==> config.mk <==
export PLATFORM = sky130hd
export DESIGN_NAME = gate_identifier
export DESIGN_NICKNAME = d
export VERILOG_FILES = /design/src/rtl/gate_identifier.sv
export SDC_FILE = /design/constraint.sdc
export NUM_CORES = 1
export LEC_CHECK = 0
export CORE_MARGIN = 3
export CORE_UTILIZATION = 40
export CTS_CLUSTER_SIZE = 12
export DETAILED_ROUTE_END_ITERATION = 8
export SYNTH_ARGS = -nofsm -noshare
export SYNTH_HDL_FRONTEND = slang
export SYNTH_SLANG_ARGS = --single-unit
==> constraint.sdc <==
create_clock -name clk -period 2.8 [get_ports clk]
set_input_delay 0.56 -clock clk [delete_from_list [all_inputs] [get_ports clk]]
set_output_delay 0.56 -clock clk [all_outputs]
set_load 0.1 [all_outputs]
==> src/rtl/gate_identifier.sv <==
// gate_identifier: sweeps {a,b} through 00..11 into an external gate, samples y after SETTLE cycles, classifies the truth table.
// Define GATE_IDENTIFIER_RECHECK_EN to run each sweep twice and flag gates whose two passes disagree.
module gate_identifier #(
  parameter int SETTLE = 2
) (
  input  logic       clk,
  input  logic       rst_n,
  input  logic       start_i,
  input  logic       y_i,
  output logic       a_o,
  output logic       b_o,
  output logic       busy_o,
  output logic       done_o,
  output logic [3:0] tt_o,
  output logic [2:0] gate_o,
  output logic       valid_o
);
`ifdef GATE_IDENTIFIER_RECHECK_EN
  localparam int IW = 3;
`else
  localparam int IW = 2;
`endif
  localparam int N = 1 << IW;
  typedef enum logic {IDLE, RUN} state_t;
  state_t state_q, state_d;
  logic [IW-1:0] i_q, i_d;
  logic [3:0] cnt_q, cnt_d;
  logic [N-1:0] t_q, t_d, full;
  logic [3:0] tt_q, tt_d;
  logic [2:0] gate_q, gate_d, code;
  logic valid_q, valid_d, done_q, done_d, sample;
  // The final sample is not stored yet when results load, so splice it in from y
  assign full = {y_i, t_q[N-2:0]};
  assign sample = (state_q == RUN) && (cnt_q == 4'(SETTLE - 1));
  assign a_o = i_q[1];
  assign b_o = i_q[0];
  assign busy_o = state_q == RUN;
  assign done_o = done_q;
  assign tt_o = tt_q;
  assign gate_o = gate_q;
  assign valid_o = valid_q;
  always_comb begin
    case (full[3:0])
      4'b1000: code = 3'd0;
      4'b1110: code = 3'd1;
      4'b0101: code = 3'd2;
      4'b0111: code = 3'd3;
      4'b0001: code = 3'd4;
      4'b0110: code = 3'd5;
      4'b1001: code = 3'd6;
      default: code = 3'd7;
    endcase
`ifdef GATE_IDENTIFIER_RECHECK_EN
    if (full[N-1:4] != full[3:0]) code = 3'd7;
`endif
  end
  always_comb begin
    state_d = state_q;
    i_d = i_q;
    cnt_d = cnt_q;
    t_d = t_q;
    tt_d = tt_q;
    gate_d = gate_q;
    valid_d = valid_q;
    done_d = 1'b0;
    if (state_q == IDLE) begin
      if (start_i) begin
        state_d = RUN;
        i_d = '0;
        cnt_d = '0;
      end
    end else if (sample) begin
      cnt_d = '0;
      i_d = i_q + IW'(1);
      t_d[i_q] = y_i;
      if (&i_q) begin
        state_d = IDLE;
        done_d = 1'b1;
        tt_d = full[3:0];
        gate_d = code;
        valid_d = code != 3'd7;
      end
    end else begin
      cnt_d = cnt_q + 4'd1;
    end
  end
  always_ff @(posedge clk or negedge rst_n) begin
    if (!rst_n) begin
      state_q <= IDLE;
      i_q <= '0;
      cnt_q <= '0;
      t_q <= '0;
      tt_q <= '0;
      gate_q <= 3'd7;
      valid_q <= 1'b0;
      done_q <= 1'b0;
    end else begin
      state_q <= state_d;
      i_q <= i_d;
      cnt_q <= cnt_d;
      t_q <= t_d;
      tt_q <= tt_d;
      gate_q <= gate_d;
      valid_q <= valid_d;
      done_q <= done_d;
    end
  end
endmodule
==> Word-level counts from Yosys, hierarchy flattened <==
Cells that the tools add are included.
{ "op_classes": {"eq_ne": 10, "n_addsub": 2, "muxes": 17, "n_reduce_logical": 7, "order_cmp": 2} }
{ "ops": {"columns": ["cell", "count"], "rows": [
  ["3-bit case mux with 7 select lines", 1],
  ["4-bit by 3-bit == test with 1-bit output (second input constant)", 3],
  ["4-bit == test (second input constant)", 3],
  ["4-bit two-way mux", 3],
  ["4-bit by 1-bit == test with 1-bit output (second input constant)", 2],
  ["1-bit two-way mux", 8],
  ["2-bit two-way mux", 3],
  ["2-bit AND reduction", 3],
  ["4-bit by 1-bit adder with 4-bit output (second input constant)", 1],
  ["4-bit bitwise mux", 1],
  ["4-bit AND reduction", 1],
  ["2-bit by 3-bit < comparator with 1-bit output (second input constant)", 1],
  ["3-bit != test (second input constant)", 1],
  ["2-bit by 1-bit adder with 2-bit output (second input constant)", 1],
  ["1-bit demux with 2-bit select", 1],
  ["2-bit by 1-bit greater-or-equal comparator with 1-bit output (second input constant)", 1],
  ["1-bit logical AND", 2],
  ["2-bit by 1-bit != test with 1-bit output (second input constant)", 1],
  ["2-bit nonzero test", 1]
]} }
{ "word_totals": {"out_inout_bits": 12, "elab_cells": 46, "reg_bits": 20, "input_bits": 4} }

==> Longest topological paths before layout <==
Gate-level depths: netlist of the first run.
{ "logic_depth": {"ltp_word": 5, "mapped_depth": 6, "depth_no_buf": 5} }

==> Worst setup path after synthesis of the first run <==
No wires, ideal clock.
{ "synth_timing": {"kind": "register to register", "start": "reg state_q, in the netlist busy_o", "end": "reg tt_q[0], in the netlist tt_o[0]", "t_required_ns": 2.675, "synth_period_minus_slack_ns": 2.031, "n_path_buf": 1, "setup_slack_ns": 0.769, "setup_time_ns": 0.125, "arrival_time_ns": 1.905, "path_stages_with_launch": 5, "cell_sequence": "dfrtp_1 > buf_4 > nand4bb_4 > nor2_4 > mux2_2"} }
{ "synth_between": {"elab_chain_len": 2} }
{ "synth_rtl": {"columns": ["item", "line_no", "text"], "rows": [
  ["start, declared", "25", "state_t state_q, state_d;"],
  ["start signal, assigned", "98", "state_q <= state_d;"],
  ["1-bit logical AND", "34", "assign sample = (state_q == RUN) && (cnt_q == 4'(SETTLE - 1));"],
  ["4-bit AND reduction (no line) (*)", null, null],
  ["end signal, assigned", "102", "tt_q <= tt_d;"],
  ["end, declared", "29", "logic [3:0] tt_q, tt_d;"]
]} }
Every way passes the cells marked *; elsewhere a longest branch is shown, timed or not.
A chain may end at the register's enable or synchronous reset.

==> Final worst setup path of the first run <==
{ "layout_timing": {"start": "reg cnt_q[1]", "end": "reg t_q[1]"} }
{ "layout_between": {"elab_chain_len": 3} }
{ "layout_rtl": {"columns": ["item", "line_no", "text"], "rows": [
  ["start, declared", "27", "logic [3:0] cnt_q, cnt_d;"],
  ["start signal, assigned", "100", "cnt_q <= cnt_d;"],
  ["4-bit by 1-bit == test with 1-bit output", "34", null],
  ["1-bit logical AND", "34", null],
  ["2-bit AND reduction (no line)", null, null],
  ["end signal, assigned", "101", "t_q <= t_d;"],
  ["end, declared", "28", "logic [N-1:0] t_q, t_d, full;"]
]} }
Every way passes these cells.

==> results by stage, run 1 <==
Yosys:
- Each instance of the synthesized netlist takes up on average 11.5 sq um.
- The synthesis-stage register bit count is 19.
- Synthesis instantiated 34 different standard cells from the library.
- Counting every net in the synthesized netlist gives 98.
- The synthesized instance count is 88.
- After synthesis the cells add up to 1010 sq um.
- During synthesis, Yosys emitted a total of 0 warnings.
- The sequential cell area fraction in the yosys report is 47.4%.

Flow run:
- The max-capacitance violation count is 0.

Setup path:
- The required time of the critical path is roughly 3 ns.
- Together, buffers and inverters on the worst path number 2.
- In this run the worst path has a maximum fanout of 6.
- The slack of the worst reg-to-reg path is roughly 0.80 ns.
- STA classifies the critical path startpoint as a flop.
- For this run, the slowest stage of the critical path takes 0.56 ns.
- The endpoint arrival time on the critical path is 2.19 ns.
- The setup path with the least slack is of type reg -> reg.
- The signal on the critical path passes through inv_1 -> ha_1 -> nor4bb_1 -> buf_4 -> nand2_2 -> mux2_4.
- The worst setup path is captured at a flop.
- The slowest cell on the critical path is sky130_fd_sc_hd__nor4bb_1.
- The largest delay contributor family on the critical path is simple AND/OR/NAND/NOR gates.

Clock tree:
- The clock-pin slew on the worst setup and hold paths is 0.11 ns.
- Clock latency on the worst-skew pair, taken at its later pin, is just under 0.3 ns.
- The deepest clock path buffer count is 2.
- The clock net in this run drives a total of 19 sinks.
- The number of buffers created by CTS is 3.
- The number of hold buffers added after cts is 0.
- The number of setup buffers added after CTS is 0.
- The maximum level of the CTS H-tree is 1.
- The TritonCTS clock tree is built.
- The buffer cell driving the clock tree root is sky130_fd_sc_hd__clkbuf_4.
- Gates resized during post-CTS repair numbered 0.

Routing:
- The average detailed-routed wire length per instance is 13.6 microns.
- The remaining antenna violation count is 0.
- For this run, design rule violations remaining after detail routing come to 0.
- The number of detailed-route iterations in the first pass is 2.
- The total via count after detailed routing is 712.
- The detailed router finished its first iteration with 3 violations.
- For this block, the routed nets add up to 1780 microns of wire.
- The number of vias per cell is 5.44.

STA:
- The number of hold violations in the final report was 0.
- The worst-case clock skew is 0.00124 ns.
- Setup violations remaining at the end of the flow were counted as 0.
- The final-report max-slew violation count came to 0.
- For the final routed database, the setup TNS stands at 0 ns.
- Setup repair after global routing left no endpoint under its margin.
- The highest attainable clock frequency is about 500 MHz.
- The worst path uses 71.6% of the clock period.
- In this run the tightest slew margin relative to its limit is a little over two fifths.
- The transition time of the tightest slew-check pin is about 0.85 ns.
- The time the final worst path needs with I/O delays and setup is 2.00 ns.

Layout:
- The layout overhead on the synthesized area is 15.7%.
- The number of diodes is 0.
- The number of nets in the finished design is 114.
- Of the cells placed in the final design, the portion with a size suffix greater than 1 is 34.0%.
- Leaving out filler cells and counting taps, the final layout contains 131.
- The layout has 224 filler cells.

Global route:
- The largest net degree at the start of global routing is 20.
- The first global-routing pass estimated 3250 microns of wire.
- Summed over all layers, the global routing overflow is 0.
- The initial antenna violation count was 0.
- For this run, the total global-route usage over all layers was measured as 12.8%.
- The via count of the first global-routing pass is 729.

Place:
- In this run, placement finished with an instance count of 127.
- Summed over all nets, the half-perimeter wirelength after detailed placement is approximately 1300 microns.
- The number of port buffers is 15.
- At the end of routability-driven placement, the weighted congestion stood at 0.736.

Floorplan:
- The starting density of the core is 44.0%.
- After floorplanning, the core was divided into 17 placement rows.
- The floorplan step defined a die boundary enclosing approximately 3200 sq um.
- Pin placement for this block handled 16 I/O pins.
- The y dimension of the die is approximately 56 microns.
- The core footprint is 2300 sq um.
- The horizontal extent of the die is 56.3 microns.

Hold path:
- The worst hold-check path type is reg -> reg.

Outcome:
- The run finished with clean final reports.
## layout make-up
class	count	area (sq um)	share of cell area, %
Clock buffer	4	26.3	2.25
Sequential cell	19	479	41.0
Multi-Input combinational cell	60	487	41.6
Timing Repair Buffer	16	128	10.9
Inverter	4	15.0	1.28
Tap cell	28	35.0	2.99
## logic make-up after synthesis
| kind of cell | count (synthesis) | share of synthesized area [%] |
|---|---|---|
| fa+ha+maj | 6 | 7.43 |
| mux | 10 | 11.8 |
| buf+inv | 9 | 4.45 |
| simple gates | 28 | 18.7 |
| compound gates | 15 | 9.41 |
| flops | 19 | 47.4 |
| xor+xnor | 1 | 0.866 |
## cells in the final DEF (no fill, tap or decap), types with 2 or more instances in the layout
cell type,synthesis,layout
sky130_fd_sc_hd__nor2_1,4,4
sky130_fd_sc_hd__mux2_2,7,7
sky130_fd_sc_hd__a21oi_1,4,4
sky130_fd_sc_hd__clkdlybuf4s50_1,0,3
sky130_fd_sc_hd__buf_4,2,13
sky130_fd_sc_hd__nand2b_1,2,2
sky130_fd_sc_hd__mux2_4,2,2
sky130_fd_sc_hd__nand3_1,4,4
sky130_fd_sc_hd__nand2_2,2,2
sky130_fd_sc_hd__dfrtp_1,16,16
sky130_fd_sc_hd__nor2b_1,2,2
sky130_fd_sc_hd__nand2_1,4,4
sky130_fd_sc_hd__ha_1,6,6
sky130_fd_sc_hd__clkbuf_4,0,3
sky130_fd_sc_hd__dfstp_2,3,3
sky130_fd_sc_hd__o21ai_0,5,5
sky130_fd_sc_hd__inv_1,4,4
## Yosys cell counts (all sizes together)
cell,count,area share [%]
a21o,1,0.74
a21oi,4,2.0
a22o,1,0.87
a31o,1,0.87
a31oi,1,0.62
and2,1,0.74
and3b,1,0.87
buf,5,3.0
dfrtp,16,40
dfstp,3,7.8
ha,6,7.4
inv,4,1.5
mux2,9,11
mux2i,1,0.99
nand2,6,2.7
nand2b,2,1.2
nand3,4,2.0
nand3b,1,0.74
nand4,1,0.62
nand4bb,1,2.7
nor2,5,2.6
nor2b,2,1.2
nor3b,1,0.74
nor4,1,0.62
nor4bb,1,0.99
o21ai,5,2.5
o311a,1,0.99
o41ai,1,0.87
or3b,1,0.87
xnor2,1,0.87
## worst paths after layout
check | start | end | depth (start not counted)
worst max register to register | cnt_q[1]$_DFFE_PN0P_ | t_q[1]$_DFFE_PN0P_ | 6
max in group asynchronous | rst_n | t_q[0]$_DFFE_PN0P_ | 1
worst min register to register | gate_o[1]$_DFFE_PN1P_ | gate_o[1]$_DFFE_PN1P_ | 2
min in group asynchronous | rst_n | done_o$_DFF_PN0_ | 1
worst max-delay path | cnt_q[1]$_DFFE_PN0P_ | t_q[1]$_DFFE_PN0P_ | 6
worst min-delay path | gate_o[1]$_DFFE_PN1P_ | gate_o[1]$_DFFE_PN1P_ | 2
## flip-flops by register name, summed over array words and instances (netlist names)
| signal | cells |
|---|---|
| busy_o | 1 |
| cnt_q | 4 |
| done_o | 1 |
| gate_o | 3 |
| i_q | 2 |
| t_q | 3 |
| tt_o | 4 |
| valid_o | 1 |
## per-stage QoR
| stage | setup slack (ns) | cell area, sq um | hold WS [ns] | util [%] |
|---|---|---|---|---|
| 2_1_floorplan | 0.769 | 1010 | 0.264 | - |
| 3_3_place_gp | 0.785 | 1140 | 0.481 | 49.8 |
| 3_5_place_dp | 0.744 | 1140 | 0.498 | 49.8 |
| 4_1_cts | 0.793 | 1170 | 0.510 | 50.9 |
| 5_1_grt | 0.624 | 1170 | 0.536 | 50.9 |
| 6_report | 0.796 | 1170 | 0.507 | 50.9 |
## per-layer routing
layer | wire length, microns | vias up | track usage [%] | part of all wire, %
met5 | 0 | - | 0 | 0
met4 | 26 | 0 | 5.08 | 1.5
met3 | 68 | 4 | 2.53 | 3.8
met2 | 854 | 12 | 20.9 | 48
met1 | 834 | 357 | 16.7 | 47
li1 | - | 339 | - | -
## worst register-to-register path: stages (launching register included)
cell                       delay [ns]
sky130_fd_sc_hd__dfrtp_1         0.43
sky130_fd_sc_hd__inv_1           0.07
sky130_fd_sc_hd__ha_1            0.21
sky130_fd_sc_hd__nor4bb_1        0.56
sky130_fd_sc_hd__buf_4           0.27
sky130_fd_sc_hd__nand2_2         0.07
sky130_fd_sc_hd__mux2_4          0.29
Power of run 1 is not shown: default switching activity piles up to over one toggle a cycle in this logic, so the estimate is an artifact.
==> run 2: changes to the inputs <==
==> constraint.sdc (replaced) <==
create_clock -name clk -period 1.8 [get_ports clk]
set_input_delay 0.36 -clock clk [delete_from_list [all_inputs] [get_ports clk]]
set_output_delay 0.36 -clock clk [all_outputs]
set_load 0.1 [all_outputs]
==> run 2 against run 1 <==
Compared with the run above: clock skew rose by 0.0033 ns; sequential cell count did not move; cell count rose by 2.3%; critical path depth fell by 1; sequential share of layout area fell by 5.1 points; worst hold slack got worse by 0.11 ns; maximum frequency rose by 22%; die area did not move; critical path type unchanged.
==> results by stage, run 2 (synthesized netlist as in run 1, its figures left out) <==
Outcome:
- The run finished with clean final reports.

Clock tree:
- The clock-pin slew on the worst setup and hold paths is 0.11 ns (about the same).
- The clock latency on the worst-skew pair is 0.28 ns (about the same).
- The number of buffers created by CTS was 3 (unchanged).
- The buffers inserted during post-CTS setup optimization is 0 (unchanged).
- The count of cells resized by post-cts repair is 0 (unchanged).
- The TritonCTS clock tree is built.
- The number of clock sinks seen by CTS is 19 (unchanged).
- The deepest clock path buffer count is 2 (unchanged).
- The maximum level of the CTS H-tree is 1 (unchanged).
- The number of hold buffers added after cts is 0 (unchanged).
- The buffer cell driving the clock tree root is sky130_fd_sc_hd__clkbuf_4.

Global route:
- The largest net degree at the start of global routing is 20 (unchanged).
- The wire length of the first global-routing pass is 3160 microns (-2.7%).
- The initial antenna violation count is 0 (unchanged).
- The overall fraction of global-route tracks in use came to 12.5% (-0.36 points).
- The aggregate global routing overflow came to 0 (unchanged).
- The via count of the first global-routing pass was 666 (-8.6%).

STA:
- The final-report max-slew violation count was 0 (unchanged).
- The highest attainable clock frequency is 609 MHz (+22%).
- The worst-case clock skew was 0.00452 ns (+0.00328 ns).
- The relative max-transition margin came to 78.5% (+35 points).
- The number of hold violations in the final report is 0 (unchanged).
- The transition time of the tightest slew-check pin is 0.319 ns (-0.532 ns).
- The worst setup margin was 0.159 ns (-0.637 ns).
- The worst hold slack across all endpoints is 0.394 ns (-0.113 ns).
- Setup repair after global routing left no endpoint under its margin.
- The final worst-path cycle share was 91.2% (+20 points).
- The time the final worst path needs with I/O delays and setup is 1.64 ns (-0.363 ns).
- The accumulated negative setup slack is 0 ns (unchanged).
- The count of final setup violators is 0 (unchanged).

Layout:
- The number of diodes is 0 (unchanged).
- Leaving out fill and tap cells, the most frequent cell in the layout is sky130_fd_sc_hd__dfrtp_1.
- The proportion of layout cells with a drive suffix above 1 is 38.7% (+4.7 points).
- The register area is 483 sq um (+0.78%).
- The utilization of the core after routing is 58.6% (+7.7 points).
- In the layout the commonest cells are 13 x sky130_fd_sc_hd__dfrtp_1, 12 x sky130_fd_sc_hd__buf_12, 7 x sky130_fd_sc_hd__mux2_2, 6 x sky130_fd_sc_hd__ha_1, 5 x sky130_fd_sc_hd__o21ai_0.
- The number of nets in the finished design is 117 (+2.6%).
- The layout overhead on the synthesized area is 33.2%.
- The area of combinational cells with multiple inputs is 487 sq um (unchanged).
- The number of fill cells in the layout is 209 (-6.7%).

Floorplan:
- The y dimension of the die is 56.3 microns (unchanged).
- The area enclosed by the die boundary is 3170 sq um (unchanged).
- The number of rows in the core area came to 17 (unchanged).
- The number of top-level pins was 16 (unchanged).
- The starting density of the core is 44.0% (unchanged).
- The core footprint was 2300 sq um (unchanged).
- The horizontal extent of the die was 56.3 microns (unchanged).

Place:
- The weighted congestion reported at the end of routability-driven placement came to 0.768 (+4.3%).
- The number of port buffers is 15 (unchanged).
- The detailed-placement wirelength estimate is 1300 microns (+3.0%).
- The pre-CTS worst setup slack is 0.159 ns (-0.586 ns).

Routing:
- The number of detailed-route iterations in the first pass is 4 (+2).
- The post-route DRC violation count came to 0 (unchanged).
- The number of vias per cell is 5.04 (-7.2%).
- The final wirelength is 1770 microns (-0.73%).
- The average detailed-routed wire length per instance is 13.2 microns (-3.0%).
- The total via count after detailed routing is 676 (-5.1%).
- The remaining antenna violation count is 0 (unchanged).
- The violation count after the first detailed-routing iteration came to 6 (+3).

Flow run:
- The max-capacitance violation count came to 0 (unchanged).

Setup path:
- The worst path buffer plus inverter count is 1 (-1).
- The critical path capture point type is a flop.
- The cell count of the worst reg-to-reg path is 5 (-1).
- The worst setup path is of the reg -> reg kind.
- The slack of the worst reg-to-reg path was 0.16 ns (-0.64 ns).
- The signal on the critical path passes through inv_1 -> ha_1 -> nand4bb_4 -> nor2_4 -> mux2_2.
- Among cell families on the critical path, the largest total delay comes from simple AND/OR/NAND/NOR gates.
- The critical path startpoint category is a flop.
- The maximum fanout count along the critical path is 7 (+1).
- Among all stages on the critical path, the largest delay is contributed by sky130_fd_sc_hd__dfrtp_1.
- The stage delay of the slowest cell on the critical path came to 0.44 ns (-0.12 ns).
- In this run the critical register-to-register path is captured at tt_o[1]$_DFFE_PN0P_.
- The required time of the critical path is 1.98 ns (-1.00 ns).
- The critical register-to-register path startpoint is cnt_q[1]$_DFFE_PN0P_.
- The endpoint arrival time on the critical path came to 1.82 ns (-0.37 ns).

Hold path:
- The worst hold-check path type is in -> async.
## run 2: cell types whose count changed in the layout (fill, tap and decap cells not counted), sizes merged
cell,delta
buf,+3
## run 2: routing by layer
layer  GRT usage (%)  vias to the layer above  wire (microns)
met5               0                        -               0
met4            3.05                        0              14
met3            2.99                        2              67
met2            17.5                       11             748
met1            19.0                      317             939
li1                -                      346               -
## run 2: worst max path at each step
stage	from	to	slack (ns)	cells past startpoint
detailed placement	y_i	gate_o[1]$_DFFE_PN1P_	0.16	4
CTS	cnt_q[1]$_DFFE_PN0P_	valid_o$_DFFE_PN0P_	0.15	5
global placement	y_i	gate_o[1]$_DFFE_PN1P_	0.17	4
finish	cnt_q[1]$_DFFE_PN0P_	tt_o[1]$_DFFE_PN0P_	0.16	5
global route	cnt_q[1]$_DFFE_PN0P_	tt_o[1]$_DFFE_PN0P_	0.08	5
floorplan	busy_o$_DFF_PN0_	tt_o[0]$_DFFE_PN0P_	0.06	4
## run 2: through the flow
step           area, sq um  instances
2_1_floorplan         1010         88
3_3_place_gp          1320        130
3_5_place_dp          1320        130
4_1_cts               1350        134
5_1_grt               1350        134
6_report              1350        134
## run 2: layout make-up
class                      instances  share of cell area [%]
inverter                           4                    1.12
sequential                        19                    35.9
clock buffer                       4                    1.95
multi-input combinational         60                    36.2
tap                               28                    2.60
timing repair buffer              19                    22.3
Power of run 2 is left out for the same reason.
==> variant: new RTL, config.mk and constraints of run 2 <==
Register the outputs `a_o`, `b_o` and `busy_o`, with the module's reset; this adds one clock of latency there. The other outputs are not delayed to match.
--- a/src/rtl/gate_identifier.sv
+++ b/src/rtl/gate_identifier.sv
@@ -34,5 +34,13 @@
   assign sample = (state_q == RUN) && (cnt_q == 4'(SETTLE - 1));
-  assign a_o = i_q[1];
-  assign b_o = i_q[0];
-  assign busy_o = state_q == RUN;
+  always_ff @(posedge clk or negedge rst_n) begin
+    if (!rst_n) begin
+      a_o    <= '0;
+      b_o    <= '0;
+      busy_o <= '0;
+    end else begin
+      a_o    <= i_q[1];
+      b_o    <= i_q[0];
+      busy_o <= state_q == RUN;
+    end
+  end
   assign done_o = done_q;
Check against the original RTL: not equivalent (a bounded check fails within 4 cycles, from zero or initial values and one cycle with rst_n low).
==> variant against run 2 <==
Clock skew increased by 0.0020 ns. Wire length decreased by 7.7%. Worst setup slack improved by 0.071 ns. Cell area grew 3.9%. Critical path depth stayed put. Synthesized area rose by 4.1%. Via count shrank 1.0%. Sequential cell count up 3. Non-clock buffer count stayed put.
Power is not shown: default switching activity piles up to over one toggle a cycle in this logic, so the estimate is an artifact.
==> variant: results (changes against run 2) <==
metric	value	unit	change
Clock Path Buffers	2		unchanged
Synth Area in Adders	0.07134		-0.002914
ANT nets after route	0		unchanged
Worst Setup SP	cnt_q[1]		
Top Family by Delay on Critical Path	simple AND/OR/NAND/NOR gates		
clock skew	0.006570	ns	+0.002046 ns
global-route wire length before repair	2.953	mm	-6.6%
CTS clock-pin slew for the worst setup and hold paths	0.11	ns	about the same
number of remaining DRC errors	0		unchanged
hold crit path type	in2async		
Worst path max stage delay	0.41	ns	-0.03 ns
WP data arrival	1.76	ns	-0.06 ns
top cells by count, synth	dfrtp_1, nand2_1, mux2_4		
placed cell area	1363	um2	+3.2%
Mapped Cells	87		-1.1%
First-pass DRT Iterations	4		unchanged
dpl hpwl	1.238	mm	-4.7%
measured slew at the worst slew-check pin	0.2676	ns	-0.05143 ns
Compound-Gate Fraction of Synth Area	0.1023		+0.008200
Resized cells post-CTS	0		unchanged
total track usage	0.1155		-0.009128
drt wl/cell	12.19	um	-7.7%
share of flip-flops with an asynchronous set or reset	1.000		unchanged
RePlAce Congestion	0.7319		-4.7%
CTS Buf Count	3		unchanged
Synth warnings	0		unchanged
clk root buf	clkbuf_4		
Max Cap Viol	0		unchanged
vias per std cell	4.993		-1.0%
top cells by area, synth	dfrtp_1, mux2_4, dfstp_2		
mux cell area share after synthesis	0.1213		+0.003710
Place WS	0.1348	ns	-0.02374 ns
library cells used by synthesis	31		-8.8%
Setup Fix Bufs, Post-CTS	0		unchanged
largest net degree at the start of global routing	23		+15%
clock latency on the worst-skew pair	0.30	ns	+0.02 ns
Synthesized Nets	97		-1.0%
number of global-route vias before repair	652		-2.1%
Layout Nets	117		unchanged
sequential fraction of the synthesis area	0.5268		+0.05274
run status	completed		
Layout Cells excl Fill	134		unchanged
initial antenna violation count	0		unchanged
critical path fanouts, max	8		+1
initial drt markers	8		+2
IO buf count	15		unchanged
H-tree levels	1		unchanged
xor and xnor fraction of the mapped netlist area	0.01665		+0.007983
share of layout cells above drive strength 1	0.3302		-0.05660
antenna cell count	0		unchanged
-- variant: area by class of cell --
| cell class | count | area [um2] |
|---|---|---|
| sequential | 22 | 554.3 |
| clock buffer | 4 | 36.28 |
| inverter | 5 | 18.77 |
| tap | 28 | 35.03 |
| fill | 188 | 962.2 |
| multi-input combinational | 56 | 454.2 |
| timing repair buffer | 19 | 300.3 |
-- variant: routing by layer --
layer	global-route usage	vias to the layer above	part of all wire
met5	0	-	0
met4	0.01987	0	0.010
met3	0.04751	2	0.053
met2	0.1713	14	0.44
met1	0.1612	319	0.50
li1	-	334	-
-- variant: final timing paths --
path | endpoint | slack, ns | depth (start not counted)
worst max register to register | tt_o[2] | 0.23 | 5
worst min-delay path | cnt_q[2] | 0.39 | 2
worst max-delay path | tt_o[2] | 0.23 | 5
min in group clk | cnt_q[2] | 0.52 | 1
max in group asynchronous | gate_o[2] | 1.13 | 2
worst min register to register | cnt_q[2] | 0.52 | 1
